File: src/rtl/cam_pkg.sv
// cam_pkg: shared definitions for the camera capture front end.
// Holds the FSM state encoding and the default frame geometry.
package cam_pkg;

    typedef enum logic [1:0] {
        ST_IDLE    = 2'd0,
        ST_ARMED   = 2'd1,
        ST_CAPTURE = 2'd2,
        ST_DONE    = 2'd3
    } cam_state_t;

    localparam int H_PIXELS_DEF = 320;
    localparam int V_LINES_DEF  = 240;

endpackage

File: src/rtl/cam_sync.sv
// cam_sync: W-bit two-flop synchronizer, async active-low reset.
// Ports: clk, reset (0 = reset), d (async in), q (synchronized out).
module cam_sync #(
    parameter int W = 1
) (
    input  logic         clk,
    input  logic         reset,
    input  logic [W-1:0] d,
    output logic [W-1:0] q
);

    logic [W-1:0] s1;

    always_ff @(posedge clk or negedge reset) begin
        if (!reset) begin
            s1 <= '0;
            q  <= '0;
        end else begin
            s1 <= d;
            q  <= s1;
        end
    end

endmodule

File: src/rtl/cam_capture.sv
// cam_capture: samples a YUYV sensor bus and writes 4-bit luma pixels
// into a frame buffer. Ports: clk, reset (0 = reset), start, vsync,
// href, pclk, data -> wr_en, wr_addr, wr_data, ready, busy, err.
module cam_capture
    import cam_pkg::*;
#(
    parameter int H_PIXELS = H_PIXELS_DEF,
    parameter int V_LINES  = V_LINES_DEF,
    parameter int ADDR_W   = 17,
    parameter int PIX_W    = 4
) (
    input  logic              clk,
    input  logic              reset,
    input  logic              start,
    input  logic              vsync,
    input  logic              href,
    input  logic              pclk,
    input  logic [7:0]        data,
    output logic              wr_en,
    output logic [ADDR_W-1:0] wr_addr,
    output logic [PIX_W-1:0]  wr_data,
    output logic              ready,
    output logic              busy,
    output logic              err
);

    // Column saturates at H_PIXELS+1 so overlong lines never wrap
    // back to a legal-looking count.
    localparam int COL_W  = $clog2(H_PIXELS + 2);
    localparam int LINE_W = $clog2(V_LINES + 1);

    localparam logic [COL_W-1:0]  H_COL  = COL_W'(H_PIXELS);
    localparam logic [COL_W-1:0]  H_SAT  = COL_W'(H_PIXELS + 1);
    localparam logic [LINE_W-1:0] V_LAST = LINE_W'(V_LINES - 1);
    localparam logic [LINE_W-1:0] V_LN   = LINE_W'(V_LINES);
    localparam logic [ADDR_W-1:0] H_ADDR = ADDR_W'(H_PIXELS);

    logic [10:0] s2;
    logic [2:0]  s3;

    cam_sync #(.W(11)) u_sync (
        .clk   (clk),
        .reset (reset),
        .d     ({vsync, href, pclk, data}),
        .q     (s2)
    );

    // History stage for edge detection of the control lines.
    always_ff @(posedge clk or negedge reset) begin
        if (!reset) begin
            s3 <= '0;
        end else begin
            s3 <= s2[10:8];
        end
    end

    logic       href_s;
    logic [7:0] sdata;
    logic       pclk_rise;
    logic       href_fall;
    logic       vs_fall;
    logic       vs_rise;
    logic       unused_bits;

    assign href_s      = s2[9];
    assign sdata       = s2[7:0];
    assign pclk_rise   = s2[8] & ~s3[0];
    assign href_fall   = ~s2[9] & s3[1];
    assign vs_fall     = ~s2[10] & s3[2];
    assign vs_rise     = s2[10] & ~s3[2];
    assign unused_bits = ^sdata;

    cam_state_t        state;
    logic [COL_W-1:0]  col;
    logic [LINE_W-1:0] line;
    logic [ADDR_W-1:0] addr;
    logic [ADDR_W-1:0] line_base;
    logic              toggle;
    logic              line_end;
    logic              last_line;

    assign line_end  = href_fall && (col != '0);
    assign last_line = line_end && (line == V_LAST);

    always_ff @(posedge clk or negedge reset) begin
        if (!reset) begin
            state     <= ST_IDLE;
            col       <= '0;
            line      <= '0;
            addr      <= '0;
            line_base <= '0;
            toggle    <= 1'b0;
            wr_en     <= 1'b0;
            wr_addr   <= '0;
            wr_data   <= '0;
            ready     <= 1'b0;
            busy      <= 1'b0;
            err       <= 1'b0;
        end else begin
            wr_en <= 1'b0;
            unique case (state)
                ST_IDLE: begin
                    if (start) begin
                        state <= ST_ARMED;
                        busy  <= 1'b1;
                    end
                end
                ST_ARMED: begin
                    if (vs_fall) begin
                        state     <= ST_CAPTURE;
                        err       <= 1'b0;
                        col       <= '0;
                        line      <= '0;
                        addr      <= '0;
                        line_base <= '0;
                        toggle    <= 1'b0;
                    end
                end
                ST_CAPTURE: begin
                    // pclk_rise needs href_s high and href_fall needs
                    // it low, so these two branches never collide.
                    if (pclk_rise && href_s) begin
                        toggle <= ~toggle;
                        if (!toggle) begin
                            if (col < H_COL && line < V_LN) begin
                                wr_en   <= 1'b1;
                                wr_addr <= addr;
                                wr_data <= sdata[7 -: PIX_W];
                                addr    <= addr + 1'b1;
                            end
                            if (col != H_SAT) begin
                                col <= col + 1'b1;
                            end
                        end
                    end
                    if (href_fall) begin
                        toggle <= 1'b0;
                        if (col != '0) begin
                            line      <= line + 1'b1;
                            col       <= '0;
                            line_base <= line_base + H_ADDR;
                            addr      <= line_base + H_ADDR;
                            if (col != H_COL) begin
                                err <= 1'b1;
                            end
                        end
                    end
                    if (vs_rise || last_line) begin
                        state <= ST_DONE;
                        busy  <= 1'b0;
                        ready <= 1'b1;
                    end
                end
                ST_DONE: begin
                    if (start) begin
                        state <= ST_ARMED;
                        ready <= 1'b0;
                        busy  <= 1'b1;
                    end
                end
                default: state <= ST_IDLE;
            endcase
        end
    end

endmodule

File: config.mk
export PLATFORM = sky130hd
export DESIGN_NAME = cam_capture
export DESIGN_NICKNAME = d
export VERILOG_FILES = /design/src/rtl/cam_pkg.sv /design/src/rtl/cam_sync.sv /design/src/rtl/cam_capture.sv
export SDC_FILE = /design/constraint.sdc
export NUM_CORES = 1
export LEC_CHECK = 0
export ABC_AREA = 1
export BUFFER_PORTS_ARGS = -buffer_cell sky130_fd_sc_hd__buf_2
export CAP_MARGIN = 40
export CORE_UTILIZATION = 35
export DETAILED_ROUTE_END_ITERATION = 8
export HOLD_SLACK_MARGIN = 0.08
export MAX_ROUTING_LAYER = met4
export PLACE_DENSITY = 0.59
export SETUP_SLACK_MARGIN = 0.5
export SKIP_CTS_REPAIR_TIMING = 1
export SKIP_LAST_GASP = 1
export SYNTH_ARGS = -nofsm -noshare
export SYNTH_HDL_FRONTEND = slang
export SYNTH_SLANG_ARGS = --single-unit
File: constraint.sdc
create_clock -name clk -period 2 [get_ports clk]
set_input_delay 0.2 -clock clk [delete_from_list [all_inputs] [get_ports clk]]
set_output_delay 0.2 -clock clk [all_outputs]
set_load 0.02 [all_outputs]
# Word-level counts from Yosys, hierarchy flattened
# Index checks and enable logic that the tools add are counted.
[op_classes]
add_sub_neg = 4
eq_ne = 14
n_shift = 0
n_reduce_logical = 19
mux = 43
mul = 0
magnitude_cmp = 2
n_bitwise = 9
n_div = 0
[op_table]
columns = ["cell", "n"]
rows = [
  ["17-bit 2-to-1 mux", 8],
  ["17-bit one-hot mux with 2 select lines", 2],
  ["9-bit 2-to-1 mux", 6],
  ["8-bit 2-to-1 mux", 3],
  ["9-bit inequality test (second input constant)", 2],
  ["9-bit one-hot mux with 2 select lines", 1],
  ["17-bit by 1-bit adder with 17-bit output (second input constant)", 1],
  ["17-bit by 9-bit adder with 17-bit output (second input constant)", 1],
  ["8-bit one-hot mux with 2 select lines", 1],
  ["1-bit 2-to-1 mux", 14],
  ["2-bit inequality test (second input constant)", 6],
  ["3-bit AND reduction", 4],
  ["9-bit by 1-bit adder with 9-bit output (second input constant)", 1],
  ["9-bit less-than comparator (second input constant)", 1],
  ["9-bit nonzero test", 1],
  ["8-bit by 1-bit adder with 8-bit output (second input constant)", 1],
  ["8-bit == test (second input constant)", 1],
  ["8-bit less-than comparator (second input constant)", 1],
  ["1-bit one-hot mux with 2 select lines", 4],
  ["4-bit AND reduction", 2],
  ["2-bit 2-to-1 mux", 3],
  ["2-bit one-hot mux with 3 select lines", 1],
  ["2-bit nonzero test", 3],
  ["1-bit inverter", 5],
  ["other kinds (11)", 18],
]
[word_totals]
ff_bits = 104
wordCells = 106
ramBits = 0
output_inout_bits = 25
rom_bits = 0
latch_bits = 0
mem_count = 0

# Logic depth before layout (Yosys ltp)
# Gate-level depths: netlist (run 1).
[logic_depth]
word_depth = 8
depth_mapped = 12

# By module
# A second synthesis (run 1) with hierarchy kept.
[hier_totals]
cells_unflattened = 592
hier_area_um2 = 4878.4
[by_module_without_submodules]
columns = ["mod", "area_each_um2", "n_inst", "seq_area_each_um2", "cells_each"]
rows = [
  ["cam_capture", 4327.9, 1, 1901.8, 570],
  ["cam_sync", 550.5, 1, 550.5, 22],
]

# Least setup slack after synthesis (run 1)
# No wires, ideal clock.
[synth_timing]
path_type = "register to register"
startpoint = "register state[0]"
endpoint = "register addr[3]"
setup_ns = 0.071
arrival_ns = 1.590
path_stages_with_launch = 11
synth_period_minus_slack_ns = 1.661
t_required_ns = 1.929
setup_slack_ns = 0.339
cell_sequence = "dfrtp_1 -> inv_1 -> ha_1 -> buf_2 -> o21ai_1 -> inv_1 -> nand2_4 -> buf_6 -> buf_6 -> nand2_1 -> nor2_1"
[synth_between]
elab_chain_len = 3
[synth_rtl]
columns = ["element", "line", "text"]
rows = [
  ["start: declaration", "cam_capture.sv:73", "cam_state_t state;"],
  ["start signal: assignment", "cam_capture.sv:87", "state <= ST_IDLE;"],
  ["start signal: assignment", "cam_capture.sv:104", "state <= ST_ARMED;"],
  ["start signal: assignment", "cam_capture.sv:110", "state <= ST_CAPTURE;"],
  ["2-bit by 1-bit == test with 1-bit output or 2-bit == test (tied branches)", "cam_capture.sv:101", "unique case (state)"],
  ["2-bit inequality test (no source line) or 2-bit nonzero test (tied branches)", "n/a", ""],
  ["2-bit AND reduction (no source line)", "n/a", ""],
  ["end signal: assignment", "cam_capture.sv:129", "addr <= addr + 1'b1;"],
  ["end signal: assignment", "cam_capture.sv:142", "addr <= line_base + H_ADDR;"],
  ["end: declaration", "cam_capture.sv:76", "logic [ADDR_W-1:0] addr;"],
]
# Parallel ways exist; a longest one is shown, timed or not.
# A chain may end at the register's enable or synchronous reset.

# Worst setup path after layout (run 1)
[layout_timing]
startpoint = "register col[7]"
endpoint = "register col[2]"
[layout_between]
elab_chain_len = 7
[layout_rtl]
columns = ["element", "line", "text"]
rows = [
  ["start: declaration", "cam_capture.sv:74", "logic [COL_W-1:0] col;"],
  ["start signal: assignment", "cam_capture.sv:132", "col <= col + 1'b1;"],
  ["9-bit inequality test", "cam_capture.sv:131", "if (col != H_SAT) begin"],
  ["9-bit 2-to-1 mux", "cam_capture.sv:131", ""],
  ["9-bit 2-to-1 mux", "cam_capture.sv:124", "if (!toggle) begin"],
  ["9-bit 2-to-1 mux", "cam_capture.sv:122", "if (pclk_rise && href_s) begin"],
  ["9-bit 2-to-1 mux", "cam_capture.sv:138", "if (col != '0) begin"],
  ["9-bit 2-to-1 mux *", "cam_capture.sv:136", "if (href_fall) begin"],
  ["9-bit one-hot mux with 2 select lines *", "cam_capture.sv:101", ""],
]
# Every way passes the cells marked *; elsewhere a longest branch is shown, timed or not.

==> qor.yml, run 1 <==
grt:
  grt_pass1_vias: 3690
  overflow: 0
  grt.total_usage: 0.1713
  grt_max_degree: 36
  grt_pass1_wl_um: 17450
  antenna_found_initial: 0
sta:
  grt_setup_unrepaired: "true"
  slew_headroom: 0.6999
  drv_slew: 0
  setup_tns_ps: 0
  setup_viol: 0
  post-route-period-util: 0.8220
  finalHoldViolCount: 0
  fin_skew_ps: 7.405
  min_period_ps: 1644
  worst_pin_slew_ps: 446.7
  max_freq_mhz: 608.2
worst_setup_path:
  critPathSlowestCell: "dfrtp_2"
  slowest_delay_ps: 450
  critical_path.top_delay_family: "simple AND/OR/NAND/NOR gates"
  crit_top_cell: "buf_4"
  r2r-start: "col[7]"
  required_ps: 2270
  crit_fanout: 5
  worstReg2RegEnd: "col[2]"
  cp_cell_sequence: "buf_4 > nor3_2 > nand2_2 > buf_4 > nand4_1 > nand3_1 > o21ai_1"
  crit_type: "flip-flop to flip-flop"
  startpoint_type: "flip-flop"
  crit_buf_inv: 2
  rrSetupSlack_ps: 360
  rr_worst_depth: 7
  cp_data_arrival_time_ps: 1920
  endpoint_kind: "flip-flop"
min_path:
  holdCritPathClass: "input port to asynchronous set/reset pin"
yosys:
  synth_edf_count: 0
  syn_nets: 595
  yosysTopAreaCellShare: 0.4897
  synth_top_flop_cell: "dfrtp_1"
  syn-cell-area_mm2: 0.004599
  synth_cells: 571
  synthArstFlopShare: 1.000
  synth_common_cells: "nand2_1, dfrtp_1, nand3_1, inv_1, nor2_1"
  synth_compound_area_frac: 0.08297
  yosys.area_share.simple: 0.3088
  synthMuxAreaShare: 0
  synth_area_per_cell_um2: 8.055
  synthAdderAreaFrac: 0.02720
  synth_top_family_by_area: "simple AND/OR/NAND/NOR gates"
  ys_warn_count: 0
  yosysSeqAreaShare: 0.4897
  synth_xor_area_frac: 0.02285
  synth-seq-cells: 90
  ys_types: 30
  synthTopCellsByArea: "dfrtp_1, nand2_1, nand3_1, inv_1, nor2_1"
  yosysMostFrequentCell: "nand2_1"
  synth.largest_area_cell: "dfrtp_1"
cts:
  clock_sinks: 90
  cts_root_buf: "clkbuf_16"
  cts.path.max_buffers: 2
  insertion_delay_ps: 340
  htreeDepth: 3
  cts_tree: "built"
  cts_buffers: 9
  clk_pin_slew_ps: 70
cells_and_area:
  area_growth_pct: 36.62
  regArea_mm2: 0.002262
  multiInputGateArea_mm2: 0.002482
  fill_cells: 1221
  layout-drive-gt1-share: 0.3378
  stdcell_count: 841
  finalNetCount: 688
  diodes: 0
placed_design:
  dp_hpwl_um: 7330
  dp.cells: 773
  numPortBuffers: 34
  place_congestion: 0.8905
die:
  die-area_mm2: 0.01360
  num_io_pins: 39
  core_area_mm2: 0.01272
  chipHeight_um: 116.6
  start_util: 0.3615
  num_rows: 41
  die_w_um: 116.6
pwr:
  power_density_mw_per_mm2: 1115
  max-vdd-ir-drop_uv: 782.6
  leakagePower_nw: 3.026
route:
  wl_um: 11420
  ant_nets: 0
  firstDrtPassIters: 5
  vias: 4109
  via_per_inst: 4.886
  routedWlPerCell_um: 13.57
  drc: 0
  drt_iter0_markers: 269
run_status:
  status: "finished clean"
job:
  max-cap-violations: 0
stage by stage:
step | area [µm²] | utilization | power [mW] | hold WS [ps] | worst slack, ps
floorplan | 4648 | - | 3.849 | -95.59 | 456.0
finish | 6284 | 0.4939 | 7.006 | 282.2 | 355.9
global route | 6284 | 0.4939 | 7.485 | 289.9 | 244.8
detailed placement | 5026 | 0.3951 | 4.442 | 81.49 | 138.1
global placement | 5026 | 0.3951 | 4.403 | 78.25 | 256.7
CTS | 5328 | 0.4188 | 6.173 | -284.1 | 141.4
final cells by class:
type,instances,area share
clock buffers,9,0.03584
clock inverters,7,0.01215
inverters,57,0.03923
multi-input cells,412,0.3951
flip-flops and latches,90,0.3600
well taps,172,0.03425
repair buffers,94,0.1235
report_power, final:
group          total [mW]  switching [mW]  internal, mW
registers            2.37           0.263          2.11
clock network        1.72           0.740         0.977
logic                2.92            1.74          1.18
total                7.01            2.75          4.26
worst max path at each step:
stage                to  slack [ps]  depth (start not counted)      from
2_1_floorplan   addr[3]         460                         12    col[0]
3_3_place_gp   addr[12]         260                          8  state[0]
3_5_place_dp   addr[12]         140                          8  state[0]
4_1_cts        addr[12]         140                          8  state[0]
5_1_grt          col[2]         240                          7    col[7]
6_report         col[2]         360                          7    col[7]
layer usage:
metal | routed length [µm] | vias to the layer above | track usage
met1 | 5194 | 1947 | 0.2191
met3 | 516 | 16 | 0.03944
met4 | 139 | 0 | 0.04979
li1 | - | 2038 | -
met2 | 5566 | 108 | 0.2710
met5 | 0 | - | -
cell families after synthesis:
logic type	count (synthesis)
AOI/OAI and AO/OA	69
xor gates and xnor gates	12
adders and majority gates	10
buffers and inverters	71
DFF	90
and+or+nand+nor	319
registers in the layout, summed over array words and instances, names as in the netlist:
register,flops
addr,17
busy,1
col,9
err,1
line,8
line_base,11
ready,1
s3,3
state,2
toggle,1
u_sync.q,7
u_sync.s1,7
wr_addr,17
wr_data,4
wr_en,1
layout by cell type, fill, tap and decap left out, drive strengths merged, types with 8 or more instances in the layout:
cell	instances
nand3	52
ha	10
nor2	59
dlygate4sd3	8
nor3	11
nand2	180
o21ai	55
xor2	10
inv	59
a21oi	11
dfrtp	90
clkbuf	12
nand4	15
buf	83
Power figures use the tool's default switching activity.
==> run 2: changes to the inputs <==
--- a/config.mk
+++ b/config.mk
@@ -12,7 +12,7 @@
 export DETAILED_ROUTE_END_ITERATION = 8
 export HOLD_SLACK_MARGIN = 0.08
 export MAX_ROUTING_LAYER = met4
-export PLACE_DENSITY = 0.59
+export PLACE_DENSITY = 0.61
 export SETUP_SLACK_MARGIN = 0.5
 export SKIP_CTS_REPAIR_TIMING = 1
 export SKIP_LAST_GASP = 1
==> constraint.sdc (replaced) <==
create_clock -name clk -period 1.4 [get_ports clk]
set_input_delay 0.14 -clock clk [delete_from_list [all_inputs] [get_ports clk]]
set_output_delay 0.14 -clock clk [all_outputs]
set_load 0.02 [all_outputs]
==> qor.yml, run 2 (synthesis gave the netlist of run 1 again) <==
route:
  routedWlPerCell_um: 13.44  # -0.96%
  firstDrtPassIters: 5  # unchanged
  drt_iter0_markers: 238  # -12%
  wl_um: 11950  # +4.7%
  ant_nets: 0  # unchanged
  via_per_inst: 4.831  # -1.1%
  drc: 0  # unchanged
  vias: 4295  # +4.5%
die:
  chipHeight_um: 116.6  # unchanged
  core_area_mm2: 0.01272  # unchanged
  start_util: 0.3615  # unchanged
  die-area_mm2: 0.01360  # unchanged
  num_rows: 41  # unchanged
  die_w_um: 116.6  # unchanged
  num_io_pins: 39  # unchanged
worst_setup_path:
  crit_buf_inv: 2  # unchanged
  startpoint_type: "flip-flop"
  crit_fanout: 8  # +3
  worstReg2RegEnd: "addr[12]"
  cp-startpoint: "state[0]"
  endpoint_kind: "flip-flop"
  rrSetupSlack_ps: -230  # -580 ps
  worstSetupPathDepth: 8  # +1
  rr_worst_depth: 8  # +1
  cp_cell_sequence: "ha_4 > o21ai_4 > inv_2 > nor2_4 > inv_2 > nor2_4 > nand3_2 > nand3_1"
  r2r-start: "state[0]"
  slowest_delay_ps: 440  # about the same
  endpoint: "addr[12]"
  critPathSlowestCell: "dfrtp_1"
  critical_path.top_delay_family: "simple AND/OR/NAND/NOR gates"
  required_ps: 1680  # -590 ps
  crit_type: "flip-flop to flip-flop"
  cp_data_arrival_time_ps: 1900  # -20 ps
run_status:
  status: "finished with violations"
  violations: "negative hold slack, negative setup slack"
pwr:
  power_density_mw_per_mm2: 1651  # +48%
  power_switching_mw: 4.133  # +50%
  pwr-share-clk: 0.220  # -0.025
  swShare: 0.3742  # -0.01773
  pwr-share-seq: 0.304  # -0.034
  p_int_mw: 6.910  # +62%
  max-vdd-ir-drop_uv: 987.8  # +26%
  totalPowerFinal_mw: 11.04  # +58%
  combPwrFrac: 0.477  # +0.060
  leakagePower_nw: 3.260  # +7.7%
grt:
  grt_pass1_vias: 3950  # +7.0%
  overflow: 0  # unchanged
  use_met2: 0.2966  # +0.02564
  antenna_found_initial: 0  # unchanged
  grt_pass1_wl_um: 18490  # +6.0%
  grt.busiest_layer: "met2"
  grt.total_usage: 0.1835  # +0.01226
  grt_use_met3: 0.04567  # +0.006227
  grt_max_degree: 34  # -5.6%
  met1_usage: 0.2286  # +0.009483
sta:
  drv_slew: 0  # unchanged
  grt_setup_unrepaired: "true"
  min_period_ps: 1625  # -18.71 ps
  worst_pin_slew_ps: 454.4  # +7.723 ps
  finalHoldViolCount: 28  # +28
  post-route-period-util: 1.161  # +0.3389
  fin_skew_ps: 9.703  # +2.298 ps
  max_freq_mhz: 615.2  # +1.2%
  finalWorstSetupSlack_ps: -225.4  # -581.3 ps
  slew_headroom: 0.6947  # -0.005188
  setup_viol: 72  # +72
  holdWs_ps: -269.3  # -551.5 ps
cts:
  cts_buffers: 9  # unchanged
  insertion_delay_ps: 350  # about the same
  cts_tree: "built"
  cts_root_buf: "clkbuf_16"
  clk_pin_slew_ps: 70  # about the same
  htreeDepth: 3  # unchanged
  clock_sinks: 90  # unchanged
  cts.path.max_buffers: 2  # unchanged
cells_and_area:
  layout_common_cells: "nand2_1, dfrtp_1, buf_4, nand3_1, inv_1"
  layout-drive-gt1-share: 0.3682  # +0.03038
  final_common_cell: "nand2_1"
  diodes: 0  # unchanged
  multiInputGateArea_mm2: 0.002375  # -4.3%
  fill_cells: 1140  # -6.6%
  regArea_mm2: 0.002252  # -0.44%
  reg_top3: "addr: 17 flops, wr_addr: 17 flops, line_base: 11 flops"
  finalNetCount: 737  # +7.1%
  area_growth_pct: 45.43
placed_design:
  place_ws_ps: -185.1  # -323.1 ps
  dp_hpwl_um: 8295  # +13%
  numPortBuffers: 34  # unchanged
  place_congestion: 0.8962  # +0.64%
job:
  max-cap-violations: 0  # unchanged
min_path:
  holdCritPathClass: "input port to asynchronous set/reset pin"
==> run 2: changes by cell type in the layout (fill, tap and decap cells not counted), sizes merged <==
| cell | change |
|---|---|
| clkbuf | +1 |
| clkinvlp | -2 |
| nand2 | -1 |
| clkinv | +1 |
| dlygate4sd3 | -1 |
| inv | -2 |
| buf | +52 |
==> run 2: worst reg2reg max path, stage by stage (launching register included) <==
cell and delay (ps):
dfrtp_1 440, ha_4 200, o21ai_4 80, inv_2 80, nor2_4 170, inv_2 90
nor2_4 270, nand3_2 130, nand3_1 110
==> run 2: worst min-delay path by stage <==
| stage | to | from | slack (ps) | depth (start not counted) |
|---|---|---|---|---|
| 4_1_cts | s3[0] | reset | -260 | 1 |
| 3_5_place_dp | u_sync.s1[7] | reset | 110 | 1 |
| 5_1_grt | u_sync.s1[6] | reset | -250 | 1 |
| 2_1_floorplan | addr[0] | reset | -160 | 0 |
| 3_3_place_gp | col[5] | reset | 110 | 1 |
| 6_report | s3[0] | reset | -270 | 1 |
==> run 2: final cells by class <==
class                      count  area share
inverter                      57     0.03386
tap                          172     0.03217
timing repair buffer         144      0.1981
clock buffer                  11     0.03629
multi-input combinational    411      0.3550
sequential                    90      0.3367
clock inverter                 4    0.007856
==> run 2: metal layers <==
metal | up-vias | routed length (µm)
met4 | 0 | 158
met1 | 2085 | 5424
met2 | 77 | 5928
met3 | 13 | 439
met5 | - | 0
li1 | 2120 | -
==> run 2: power by group through the flow <==
stage	combinational, mW	sequential (mW)	clock [mW]
6_report	5.26	3.35	2.43
5_1_grt	5.68	3.39	2.61
4_1_cts	3.86	3.30	2.49
3_5_place_dp	3.84	3.34	0
3_3_place_gp	3.78	3.32	0
2_1_floorplan	2.03	3.53	0
==> run 2: metrics by stage <==
step                utilization  cell area [µm²]  hold slack, ps  cells  setup TNS (ps)
floorplan                     -             4683          -155.6    571           -3294
global placement         0.4438             5647           108.2    844           -5279
detailed placement       0.4438             5647           112.4    844           -8532
CTS                      0.4671             5942          -257.7    859          -10050
global route             0.5258             6689          -245.2    889          -13520
finish                   0.5258             6689          -269.3    889           -8107
==> run 3: changes to the inputs <==
--- a/config.mk
+++ b/config.mk
@@ -5,14 +5,13 @@
 export SDC_FILE = /design/constraint.sdc
 export NUM_CORES = 1
 export LEC_CHECK = 0
-export ABC_AREA = 1
 export BUFFER_PORTS_ARGS = -buffer_cell sky130_fd_sc_hd__buf_2
 export CAP_MARGIN = 40
 export CORE_UTILIZATION = 35
 export DETAILED_ROUTE_END_ITERATION = 8
 export HOLD_SLACK_MARGIN = 0.08
 export MAX_ROUTING_LAYER = met4
-export PLACE_DENSITY = 0.61
+export PLACE_DENSITY = 0.62
 export SETUP_SLACK_MARGIN = 0.5
 export SKIP_CTS_REPAIR_TIMING = 1
 export SKIP_LAST_GASP = 1
==> qor.yml, run 3 <==
cells_and_area:
  final_area_mm2: 0.007034  # +5.2%
  area_growth_pct: 62.16
  final_util: 0.5832  # +0.05743
  reg_top3: "addr: 17 flops, wr_addr: 17 flops, line_base: 11 flops"
  diodes: 0  # unchanged
  layout-drive-gt1-share: 0.4950  # +0.1268
  finalNetCount: 623  # -15%
  final_common_cell: "buf_4"
  layout_common_cells: "buf_4, dfrtp_1, buf_6, nand2_1, mux2_2"
sta:
  drv_slew: 0  # unchanged
  grt_setup_unrepaired: "true"
  max_freq_mhz: 452.6  # -26%
  finalHoldViolCount: 0  # -100%
  worst_pin_slew_ps: 521.8  # +67.33 ps
  post-route-period-util: 1.578  # +0.4173
  fin_skew_ps: 13.29  # +3.587 ps
  min_period_ps: 2210  # +584.3 ps
  setup_viol: 73  # +1.4%
  slew_headroom: 0.6511  # -0.04366
  holdWs_ps: 127.4  # +396.7 ps
  finalWorstSetupSlack_ps: -809.6  # -584.3 ps
die:
  die-area_mm2: 0.01284  # -5.6%
  die_w_um: 113.3  # -2.8%
  num_rows: 40  # -2.4%
  num_io_pins: 39  # unchanged
  start_util: 0.3596  # -0.001879
  core_area_mm2: 0.01206  # -5.2%
  chipHeight_um: 113.3  # -2.8%
worst_setup_path:
  slowest_delay_ps: 480  # +40 ps
  cp-startpoint: "col[1]"
  cp_data_arrival_time_ps: 2480  # +580 ps
  crit_fanout: 7  # -1
  r2r-start: "col[1]"
  critPathSlowestCell: "or4b_4"
  crit_type: "flip-flop to flip-flop"
  required_ps: 1670  # about the same
  cp_cell_sequence: "inv_2 > ha_4 > or4b_4 > o21a_4 > buf_12 > clkbuf_16 > a311oi_1 > o21ai_1 > o31ai_2"
  endpoint_kind: "flip-flop"
  startpoint_type: "flip-flop"
min_path:
  hp-start: "start"
  holdCritPathClass: "input port to flip-flop"
yosys:
  synth_common_cells: "dfrtp_1, nand2_1, o21ai_0, mux2_2, nand3_1"
  yosysMostFrequentCell: "dfrtp_1"
  yosysSeqAreaShare: 0.5192  # +0.02952
  ys_types: 63  # +110%
  yosysTopAreaCellShare: 0.5192  # +0.02952
  syn_nets: 433  # -27%
  synth_top_flop_cell: "dfrtp_1"
  syn-cell-area_mm2: 0.004338  # -5.7%
  synth.largest_area_cell: "dfrtp_1"
  ys_warn_count: 0  # unchanged
  synth_cells: 409  # -28%
  synthArstFlopShare: 1.000  # unchanged
  synth-seq-cells: 90  # unchanged
  synth_area_per_cell_um2: 10.61  # +32%
  synthTopCellsByArea: "dfrtp_1, mux2_2, nand2_1, o21ai_0, ha_1"
  synth_edf_count: 0  # unchanged
cts:
  cts.path.max_buffers: 2  # unchanged
  htreeDepth: 3  # unchanged
  clock_sinks: 90  # unchanged
  cts_tree: "built"
  cts_root_buf: "clkbuf_16"
  cts_buffers: 9  # unchanged
  insertion_delay_ps: 360  # about the same
  clk_pin_slew_ps: 70  # about the same
route:
  firstDrtPassIters: 4  # -1
  drt_iter0_markers: 209  # -12%
  wl_um: 12630  # +5.7%
  routedWlPerCell_um: 16.37  # +22%
  vias: 4015  # -6.5%
  ant_nets: 0  # unchanged
  via_per_inst: 5.201  # +7.6%
  drc: 0  # unchanged
grt:
  grt.total_usage: 0.1978  # +0.01426
  grt_max_degree: 37  # +8.8%
  antenna_found_initial: 0  # unchanged
  grt_pass1_wl_um: 19090  # +3.2%
  overflow: 0  # unchanged
  grt_pass1_vias: 3858  # -2.3%
placed_design:
  dp_hpwl_um: 8145  # -1.8%
  numPortBuffers: 34  # unchanged
  place_congestion: 0.8365  # -6.7%
  place_area_mm2: 0.005690  # +0.78%
run_status:
  violations: "negative setup slack"
  status: "finished with violations"
pwr:
  leakagePower_nw: 3.250  # -0.29%
  max-vdd-ir-drop_uv: 1056  # +6.9%
  power_density_mw_per_mm2: 1466  # -11%
job:
  max-cap-violations: 0  # unchanged
## run 3: cell types whose count changed after synthesis, moves of 7 or more
| cell | previous run | this run |
|---|---|---|
| nor2_2 | 7 | 0 |
| o21ai_2 | 8 | 1 |
| nor2_1 | 47 | 13 |
| nand4_1 | 15 | 8 |
| inv_2 | 8 | 0 |
| nand2_1 | 174 | 49 |
| nand3_1 | 51 | 20 |
| mux2_2 | 0 | 20 |
| o31ai_1 | 0 | 12 |
| inv_1 | 49 | 12 |
| o21ai_1 | 12 | 3 |
## run 3: cell families (layout without fill, tap and decap cells)
group	count (synthesis)	after routing	share of synthesized area
AND/OR/NAND/NOR	139	140	0.1667
multiplexers	22	22	0.05653
adder cells (fa/ha/maj)	10	10	0.02884
flip-flops	90	90	0.5192
AO/OA/AOI/OAI	104	104	0.1630
XOR/XNOR	15	15	0.03028
buffers and inverters	29	223	0.03548
## run 3: path summary, 6_finish.rpt
kind	cells past startpoint	endpoint	slack [ps]
min in group asynchronous	2	line_base[6]	250
worst min-delay path	4	state[1]	130
worst min register to register	0	u_sync.q[5]	340
max in group asynchronous	3	col[5]	640
worst max register to register	9	addr[5]	-810
worst max-delay path	9	addr[5]	-810
## run 3: final cells by class
cell class / instances / area [µm²]
fillers: 960 / 5027
multi-input cells: 291 / 2412
flip-flops and latches: 90 / 2252
repair buffers: 195 / 1837
clock buffers: 10 / 229.0
well taps: 168 / 210.2
clock inverters: 6 / 48.80
inverters: 12 / 45.04
## run 3: power by group
| part | internal, mW | switching [mW] | total (mW) |
|---|---|---|---|
| sequential | 2.88 | 0.207 | 3.09 |
| clock | 1.22 | 1.06 | 2.29 |
| combinational | 2.56 | 2.38 | 4.94 |
| total | 6.66 | 3.65 | 10.3 |
## run 3: routing by layer
| layer | wire (µm) | GRT usage | up-vias |
|---|---|---|---|
| met5 | 0 | - | - |
| met4 | 335 | 0.06053 | 0 |
| met3 | 495 | 0.05088 | 22 |
| met2 | 6210 | 0.3035 | 102 |
| met1 | 5593 | 0.2568 | 1993 |
| li1 | - | - | 1898 |
## run 3: critical path: cells and delay by family (launching register included)
| kind | cells | cell delay, ps |
|---|---|---|
| DFF | 1 | 390 |
| AOI/OAI and AO/OA | 4 | 740 |
| adders and majority gates | 1 | 130 |
| and+or+nand+nor | 1 | 480 |
| buffers and inverters | 3 | 370 |
## run 3: metrics by stage
step           setup WS [ps]  total power [mW]  instances  TNS [ps]
2_1_floorplan         -615.0             4.990        409    -29840
3_3_place_gp          -742.7             6.481        715    -40860
3_5_place_dp          -782.0             6.581        715    -43030
4_1_cts               -791.5             8.891        731    -44740
5_1_grt               -876.4             10.84        772    -47910
6_report              -809.6             10.31        772    -42190
